==> src/rtl/pipeline_ctrl.sv <==
// pipeline_ctrl: hazard and pipeline-register controller for the five-stage CPU.
// Resolves data-memory wait, EX-resolved taken branches, load-use hazards and
// ID-resolved jumps into PC / IF-ID / ID-EX / EX-MEM controls, and keeps
// saturating stall/bubble/flush statistics plus a sticky memory-timeout flag.
module pipeline_ctrl #(
  parameter int CNT_W   = 16,
  parameter int TIMEOUT = 1023
) (
  input  logic             clk,
  input  logic             reset,
  input  logic [4:0]       id_rs,
  input  logic [4:0]       id_rt,
  input  logic             id_rs_used,
  input  logic             id_rt_used,
  input  logic             id_jump,
  input  logic             ex_mem_read,
  input  logic [4:0]       ex_rt,
  input  logic             ex_branch_taken,
  input  logic             mem_wait,
  input  logic             stat_clr,
  output logic             pc_write,
  output logic             id_redirect_en,
  output logic [1:0]       if_id_option,
  output logic [1:0]       id_ex_option,
  output logic             ex_mem_hold,
  output logic [CNT_W-1:0] stall_cycles,
  output logic [CNT_W-1:0] bubble_count,
  output logic [CNT_W-1:0] flush_count,
  output logic             mem_timeout
);

  // Pipeline-register update options understood by the stage registers.
  // Code 2'b11 is deliberately never produced.
  typedef enum logic [1:0] {
    OPT_UPDATE = 2'b00,
    OPT_BUBBLE = 2'b01,
    OPT_HOLD   = 2'b10
  } regOpt_e;

  // Which hazard rule wins this cycle, highest priority first in the decode.
  typedef enum logic [2:0] {
    P_RUN,
    P_JUMP,
    P_LOADUSE,
    P_BRANCH,
    P_HOLD
  } mode_e;

  // Memory-wait tracking state.
  typedef enum logic {
    S_RUN,
    S_WAIT
  } state_e;

  localparam logic [CNT_W-1:0] CNT_MAX   = '1;
  localparam logic [CNT_W-1:0] TIMEOUT_C = CNT_W'(TIMEOUT);

  logic             loadUse;
  mode_e            mode;

  state_e           state_q, state_d;
  logic [CNT_W-1:0] waitCnt_q, waitCnt_d;
  logic             waitStep;
  logic             timeoutHit;
  logic             memTimeout_q, memTimeout_d;

  logic [CNT_W-1:0] stallCnt_q, stallCnt_d;
  logic [CNT_W-1:0] bubbleCnt_q, bubbleCnt_d;
  logic [CNT_W-1:0] flushCnt_q, flushCnt_d;
  logic             incStall;
  logic             incBubble;
  logic             incFlush;

  // Saturating increment used by every statistics counter.
  function automatic logic [CNT_W-1:0] satInc(input logic [CNT_W-1:0] value,
                                              input logic             en);
    logic [CNT_W-1:0] result;
    result = value;
    if (en && (value != CNT_MAX)) begin
      result = value + CNT_W'(1);
    end
    return result;
  endfunction

  // Load-use hazard: the load in EX writes a non-zero register that ID really reads.
  always_comb begin
    loadUse = ex_mem_read && (ex_rt != 5'd0) &&
              ((id_rs_used && (id_rs == ex_rt)) ||
               (id_rt_used && (id_rt == ex_rt)));
  end

  // Pick the winning rule; a taken branch outranks load-use and jump because
  // both of those belong to wrong-path instructions.
  always_comb begin
    mode = P_RUN;
    if (mem_wait) begin
      mode = P_HOLD;
    end else if (ex_branch_taken) begin
      mode = P_BRANCH;
    end else if (loadUse) begin
      mode = P_LOADUSE;
    end else if (id_jump) begin
      mode = P_JUMP;
    end
  end

  // Translate the winning rule into the stage-register and PC controls.
  always_comb begin
    pc_write       = 1'b1;
    id_redirect_en = 1'b0;
    if_id_option   = OPT_UPDATE;
    id_ex_option   = OPT_UPDATE;
    ex_mem_hold    = 1'b0;
    unique case (mode)
      P_HOLD: begin
        pc_write     = 1'b0;
        if_id_option = OPT_HOLD;
        id_ex_option = OPT_HOLD;
        ex_mem_hold  = 1'b1;
      end
      P_BRANCH: begin
        if_id_option = OPT_BUBBLE;
        id_ex_option = OPT_BUBBLE;
      end
      P_LOADUSE: begin
        pc_write     = 1'b0;
        if_id_option = OPT_HOLD;
        id_ex_option = OPT_BUBBLE;
      end
      P_JUMP: begin
        id_redirect_en = 1'b1;
        if_id_option   = OPT_BUBBLE;
      end
      default: begin
        pc_write = 1'b1;
      end
    endcase
  end

  // Wait-state next-state logic. The count includes the cycle that caused
  // entry, so it equals the number of consecutive mem_wait cycles seen.
  always_comb begin
    state_d   = state_q;
    waitCnt_d = waitCnt_q;
    waitStep  = 1'b0;
    unique case (state_q)
      S_RUN: begin
        if (mem_wait) begin
          state_d   = S_WAIT;
          waitCnt_d = CNT_W'(1);
          waitStep  = 1'b1;
        end
      end
      S_WAIT: begin
        if (mem_wait) begin
          if (waitCnt_q != TIMEOUT_C) begin
            waitCnt_d = waitCnt_q + CNT_W'(1);
            waitStep  = 1'b1;
          end
        end else begin
          state_d = S_RUN;
        end
      end
      default: begin
        state_d = S_RUN;
      end
    endcase
    timeoutHit   = waitStep && (waitCnt_d == TIMEOUT_C);
    memTimeout_d = stat_clr ? 1'b0 : (memTimeout_q | timeoutHit);
  end

  // Wait-state FSM register with its counter and the sticky timeout flag.
  always_ff @(posedge clk or negedge reset) begin
    if (!reset) begin
      state_q      <= S_RUN;
      waitCnt_q    <= '0;
      memTimeout_q <= 1'b0;
    end else begin
      state_q      <= state_d;
      waitCnt_q    <= waitCnt_d;
      memTimeout_q <= memTimeout_d;
    end
  end

  // Statistics next values; a clear request beats any same-cycle increment.
  always_comb begin
    incStall  = (mode == P_HOLD) || (mode == P_LOADUSE);
    incBubble = (id_ex_option == OPT_BUBBLE);
    incFlush  = (mode == P_BRANCH) || (mode == P_JUMP);
    if (stat_clr) begin
      stallCnt_d  = '0;
      bubbleCnt_d = '0;
      flushCnt_d  = '0;
    end else begin
      stallCnt_d  = satInc(stallCnt_q, incStall);
      bubbleCnt_d = satInc(bubbleCnt_q, incBubble);
      flushCnt_d  = satInc(flushCnt_q, incFlush);
    end
  end

  // Statistics counter registers.
  always_ff @(posedge clk or negedge reset) begin
    if (!reset) begin
      stallCnt_q  <= '0;
      bubbleCnt_q <= '0;
      flushCnt_q  <= '0;
    end else begin
      stallCnt_q  <= stallCnt_d;
      bubbleCnt_q <= bubbleCnt_d;
      flushCnt_q  <= flushCnt_d;
    end
  end

  assign stall_cycles = stallCnt_q;
  assign bubble_count = bubbleCnt_q;
  assign flush_count  = flushCnt_q;
  assign mem_timeout  = memTimeout_q;

endmodule

==> config.mk <==
export PLATFORM = sky130hd
export DESIGN_NAME = pipeline_ctrl
export DESIGN_NICKNAME = d
export VERILOG_FILES = /design/src/rtl/pipeline_ctrl.sv
export SDC_FILE = /design/constraint.sdc
export NUM_CORES = 1
export LEC_CHECK = 0
export CORE_ASPECT_RATIO = 1.75
export CORE_UTILIZATION = 50
export CTS_BUF_LIST = sky130_fd_sc_hd__clkbuf_2
export CTS_CLUSTER_DIAMETER = 50
export DETAILED_ROUTE_END_ITERATION = 12
export PLACE_DENSITY = 0.79
export SYNTH_ARGS = -nofsm -noshare
export SYNTH_HDL_FRONTEND = slang
export SYNTH_SLANG_ARGS = --single-unit
==> constraint.sdc <==
create_clock -name clk -period 3.2 [get_ports clk]
set_clock_uncertainty 0.05 [all_clocks]
set_input_delay 0.48 -clock clk [delete_from_list [all_inputs] [get_ports clk]]
set_output_delay 0.48 -clock clk [all_outputs]
set_load 0.05 [all_outputs]
==> results.cfg, run 1 <==
[floorplanning]
initial_core_util_pct = 51.6
floorplan.die_area_um2 = 7820
die_x_um = 67.3
coreArea_um2 = 7230
ios = 80
die_h_um = 116
num_rows = 41

[clocking]
htreeDepth = 3
cts_resized = 0
cts_root_buffer = clkbuf_2
clock_path_buffers = 2
post_cts_buffers = 0
cts_buffers = 9
insertion_delay_ns = 0.50
clkSlewWorstSetupHoldPaths_ns = 0.18
cts_tree = yes
cts.sinks = 66

[timing]
post-route-period-util_pct = 91.6
hold_viol_final = 0
finalSetupViolCount = 0
worst_pin_slew_ns = 0.950
drv_slew = 0
rsz0062_at_grt = false
slew-limit-headroom_pct = 36.7
fmax_mhz = 341
final.min_clock_period_ns = 2.93
fin_setup_tns_ns = 0

[logic_synthesis]
yosysWarningCount = 0
yosys-top-cells-area = dfrtp_1 44%, xnor2_1 6.8%, nor2_1 5.6%, xor2_1 5.6%, nand2_1 4.2%
yosys.area.top_type_share_pct = 44.3
netlist_area_um2 = 3730
synth_edf_count = 0
synthCells = 414
syn-num-nets = 442
synth_top_area_cell = dfrtp_1
yosysSeqAreaShare_pct = 44.3
syn_area_per_cell_um2 = 9.01
yosys_most_used_dff = dfrtp_1
ys_types = 49
ys_ff_latch = 66
async_reset_ff_share_pct = 100

[finish]
finalCoreUtilization_pct = 66.2
nets = 525
layout_commonest_cell = clkdlybuf4s50_1
synthToLayoutAreaGrowth_pct = 28.3
diodes = 0
layout_common_cells = 70 x clkdlybuf4s50_1, 66 x dfrtp_1, 55 x nor2_1, 42 x nand2_1, 29 x xnor2_1
drive_above_1_share_pct = 8.96

[worst_setup_path]
critPathSlowestCell = or4_1
reg2reg_setup_slack_ns = 0.34
path_class = input pin to output port
critPathMaxFanout = 3
r2r_cells = 8
worstReg2RegStart = waitCnt_q[0]
slowest_delay_ns = 0.53
cp_top_family = buffers and inverters
required_ns = 2.67
worstPathArrival_ns = 2.40
crit_buf_inv = 3
critPathLaunchType = input pin
r2r_end = mem_timeout
cp_cell_sequence = clkdlybuf4s50_1, or4_1, o21ai_1, o31a_1, clkinvlp_4, nor3_4, buf_12
endpoint_kind = output port

[route]
dr.pass1.iters = 5
antenna_left = 0
dr_total_vias = 3394
drc = 0
viasPerCell = 5.77
first_iter_violations = 246
wl_per_cell_um = 15.9
wirelength_mm = 9.32

[placement]
io_buffers = 79
gp_congestion = 0.904
hpwl_mm = 6.86

[status]
status = complete, no violations

[global_routing]
gr-usage-all-layers_pct = 25.8
grt_max_degree = 51
grt_overflow = 0
grt_pass1_wl_mm = 15.3
antenna_found_initial = 0
grt_pass1_vias = 3355

[power]
peakVddDrop_mv = 0.405
p_total_mw = 1.59
powerDensity_nw_per_um2 = 332
leakage_nw = 1.92

[min_path]
whs_endpoint = mem_timeout
hold_path_depth = 2
hp-start = mem_timeout
min-delay-path-class = flop to flop

[run]
drv_cap = 0
[what timing repair did]
item                                    CTS  global route
hold buffers                              1             0
endpoints found under the hold margin    29             0
endpoints found under the setup margin    0             0
[final cells by class]
type,instances,area [µm²]
fillers,587,2450
repair buffers,92,913
inverters,4,18.8
flip-flops and latches,66,1650
well taps,86,108
clock inverters,5,45.0
multi-input cells,324,1990
clock buffers,11,55.1
[worst register-to-register path, cell delays in order (launching register included)]
cell and delay [ns]:
dfrtp_1 0.49, ha_1 0.29, and3_1 0.25, nand4_2 0.28, and4_4 0.30, nor3_4 0.19
or4b_1 0.43, or4_1 0.42, o22ai_2 0.10
[cell families after synthesis]
group	synth area share (%)
buffers and inverters	2.75
adder cells (fa/ha/maj)	1.34
AO/OA/AOI/OAI	8.05
flip-flops	44.3
XOR/XNOR	12.4
multiplexers	0.537
AND/OR/NAND/NOR	30.6
[state kept, by name (all words and copies together), names as in the netlist]
name and flops:
waitCnt_q 16, flush_count 16, bubble_count 16, stall_cycles 16
state_q 1, mem_timeout 1
[layer usage]
metal	vias up	global-route usage [%]	part of all wire, %
li1	1636	-	-
met1	1620	29.2	38
met2	113	43.6	54
met3	25	6.84	4.9
met4	0	13.5	2.9
met5	-	0	0
[through the flow]
stage	cells	setup WS, ns	hold slack, ns	cell area, µm²
after global placement	571	0.248	0.475	4680
after floorplan	414	0.0583	0.134	3760
after detailed placement	571	0.159	0.495	4680
after global routing	588	0.121	0.528	4790
final	588	0.267	0.508	4790
after CTS	588	0.261	0.492	4790
[power breakdown]
group / total (mW) / internal, mW / switching, mW
Combinational: 0.238 / 0.0944 / 0.143
Clock: 0.474 / 0.178 / 0.297
Sequential: 0.876 / 0.851 / 0.0255
[worst max path at each step]
stage	startpoint	end	cells past startpoint	slack, ns
6_report	ex_rt[3]	id_redirect_en	7	0.27
5_1_grt	ex_rt[3]	id_redirect_en	7	0.12
4_1_cts	ex_rt[3]	id_redirect_en	7	0.26
3_5_place_dp	ex_rt[3]	bubble_count[15]	9	0.16
3_3_place_gp	ex_rt[3]	bubble_count[14]	9	0.25
2_1_floorplan	ex_rt[3]	id_redirect_en	7	0.06
[cells in the mapped netlist, types with 2 or more instances]
cell / count
nand2b_1: 2
or4_1: 2
and2_1: 2
xnor2_1: 29
o21ai_0: 12
xor2_1: 24
clkbuf_1: 16
nand4_2: 2
nor2_1: 56
mux2i_1: 2
nor4_1: 7
nand3_1: 28
dfrtp_1: 66
ha_1: 4
nand4_1: 20
a21oi_1: 13
nor3_1: 20
o31ai_1: 8
and4_1: 3
o31a_1: 2
nand2_1: 42
nor3b_1: 4
and3_1: 16
or3_1: 6
inv_1: 4
No activity file was read; power rests on OpenSTA's default activity.
==> run 2: changes to the inputs <==
==> constraint.sdc (replaced) <==
create_clock -name clk -period 3 [get_ports clk]
set_clock_uncertainty 0.05 [all_clocks]
set_input_delay 0.45 -clock clk [delete_from_list [all_inputs] [get_ports clk]]
set_output_delay 0.45 -clock clk [all_outputs]
set_load 0.05 [all_outputs]
==> run 2 against run 1 <==
  * Register-to-register slack got worse by 0.16 ns
  * Sequential share of layout area shrank 0.30 points
  * Critical path depth stayed put
  * Design area up 0.89%
  * Sequential power is 6.5% higher
  * Final cell count grew 0.34%
  * Clock-buffer cell count unchanged
  * First-iteration DRC count fell by 6.9%
  * Die area is the same
  * Worst setup slack got worse by 0.16 ns
==> results.cfg, run 2 (synthesis gave the netlist of run 1 again) <==
[status]
status = complete, no violations

[timing]
hold_viol_final = 0
drv_slew = 0
fin_setup_tns_ns = 0
fmax_mhz = 346
final.min_clock_period_ns = 2.89
timing.hold.ws_ns = 0.0277
post-route-period-util_pct = 96.3
finalSetupViolCount = 0
rsz0062_at_grt = false
worst_pin_slew_ns = 0.831
slew-limit-headroom_pct = 44.6

[worst_setup_path]
worstPathArrival_ns = 2.39
endpoint_kind = output port
required_ns = 2.50
critPathLaunchType = input pin
worstReg2RegStart = waitCnt_q[1]
cp_cell_sequence = clkdlybuf4s50_1, or4_4, o21ai_4, o31a_1, clkinvlp_4, nor3_4, buf_12
cp_top_family = buffers and inverters
critPathMaxFanout = 4
path_class = input pin to output port
startpoint = ex_rt[4]
critPathSlowestCell = or4_4
crit_buf_inv = 3
slowest_delay_ns = 0.56

[clocking]
clkSlewWorstSetupHoldPaths_ns = 0.18
cts_root_buffer = clkbuf_2
cts.sinks = 66
htreeDepth = 3
insertion_delay_ns = 0.51
cts_tree = yes
cts_buffers = 9
clock_path_buffers = 2

[power]
powerDensity_nw_per_um2 = 335
peakVddDrop_mv = 0.314
p_total_mw = 1.62
leakage_nw = 1.95

[finish]
diodes = 0
finalCoreUtilization_pct = 66.8
nets = 528
layout_common_cells = 68 x clkdlybuf4s50_1, 66 x dfrtp_1, 55 x nor2_1, 42 x nand2_1, 29 x xnor2_1
fillerInstances = 614
layout_commonest_cell = clkdlybuf4s50_1
drive_above_1_share_pct = 10.7
synthToLayoutAreaGrowth_pct = 29.5

[run]
drv_cap = 0

[floorplanning]
coreArea_um2 = 7230
ios = 80
initial_core_util_pct = 51.6
num_rows = 41
die_h_um = 116
floorplan.die_area_um2 = 7820
die_x_um = 67.3

[route]
dr.pass1.iters = 5
first_iter_violations = 229
wl_per_cell_um = 15.9
antenna_left = 0
wirelength_mm = 9.36
drc = 0
viasPerCell = 5.82
dr_total_vias = 3431

[global_routing]
grt_overflow = 0
gr-usage-all-layers_pct = 25.4
grt_max_degree = 67
grt_pass1_vias = 3268
antenna_found_initial = 0
grt_pass1_wl_mm = 14.9

[placement]
hpwl_mm = 6.53
gp_congestion = 0.897
io_buffers = 79

[min_path]
min-delay-path-class = input pin to asynchronous set/reset pin
-- run 2: metrics by stage --
stage	instance area, µm²	setup WS [ns]	instances
2_1_floorplan	3780	0.0287	414
3_3_place_gp	4710	0.0733	574
3_5_place_dp	4710	0.0260	574
4_1_cts	4790	0.00407	589
5_1_grt	4830	0.0300	590
6_report	4830	0.110	590
-- run 2: worst paths after layout --
kind / endpoint / slack, ns / cells after the start
max in group asynchronous: flush_count[0] / 2.30 / 2
worst min register to register: mem_timeout / 0.51 / 2
worst max register to register: mem_timeout / 0.18 / 8
min in group clk: mem_timeout / 0.43 / 7
worst min-delay path: waitCnt_q[9] / 0.03 / 2
worst max-delay path: id_redirect_en / 0.11 / 7
-- run 2: final cells by class --
class / instances / area, µm² / share of cell area (%)
repair buffers: 95 / 951 / 19.7
inverters: 4 / 18.8 / 0.389
flip-flops and latches: 66 / 1650 / 34.2
well taps: 86 / 108 / 2.23
clock buffers: 11 / 55.1 / 1.14
multi-input cells: 324 / 2020 / 41.9
clock inverters: 4 / 20.0 / 0.415
-- run 2: report_power, final --
| part | internal, mW | total [mW] | switching, mW |
|---|---|---|---|
| combinational | 0.106 | 0.267 | 0.161 |
| sequential | 0.907 | 0.933 | 0.0258 |
| clock | 0.105 | 0.420 | 0.315 |
| total | 1.12 | 1.62 | 0.502 |
-- run 2: per-layer routing --
layer | part of all wire, % | vias up | track usage (%)
met5 | 0 | - | 0
met3 | 5.5 | 21 | 5.66
met4 | 2.6 | 0 | 13.9
li1 | - | 1635 | -
met1 | 42 | 1674 | 31.3
met2 | 50 | 101 | 40.5
-- run 2: repair_timing --
item,4_1_cts,5_1_grt
endpoints found under the hold margin,0,0
resized for setup,0,6
setup buffers,0,1
endpoints found under the setup margin,0,2
hold buffers,0,0
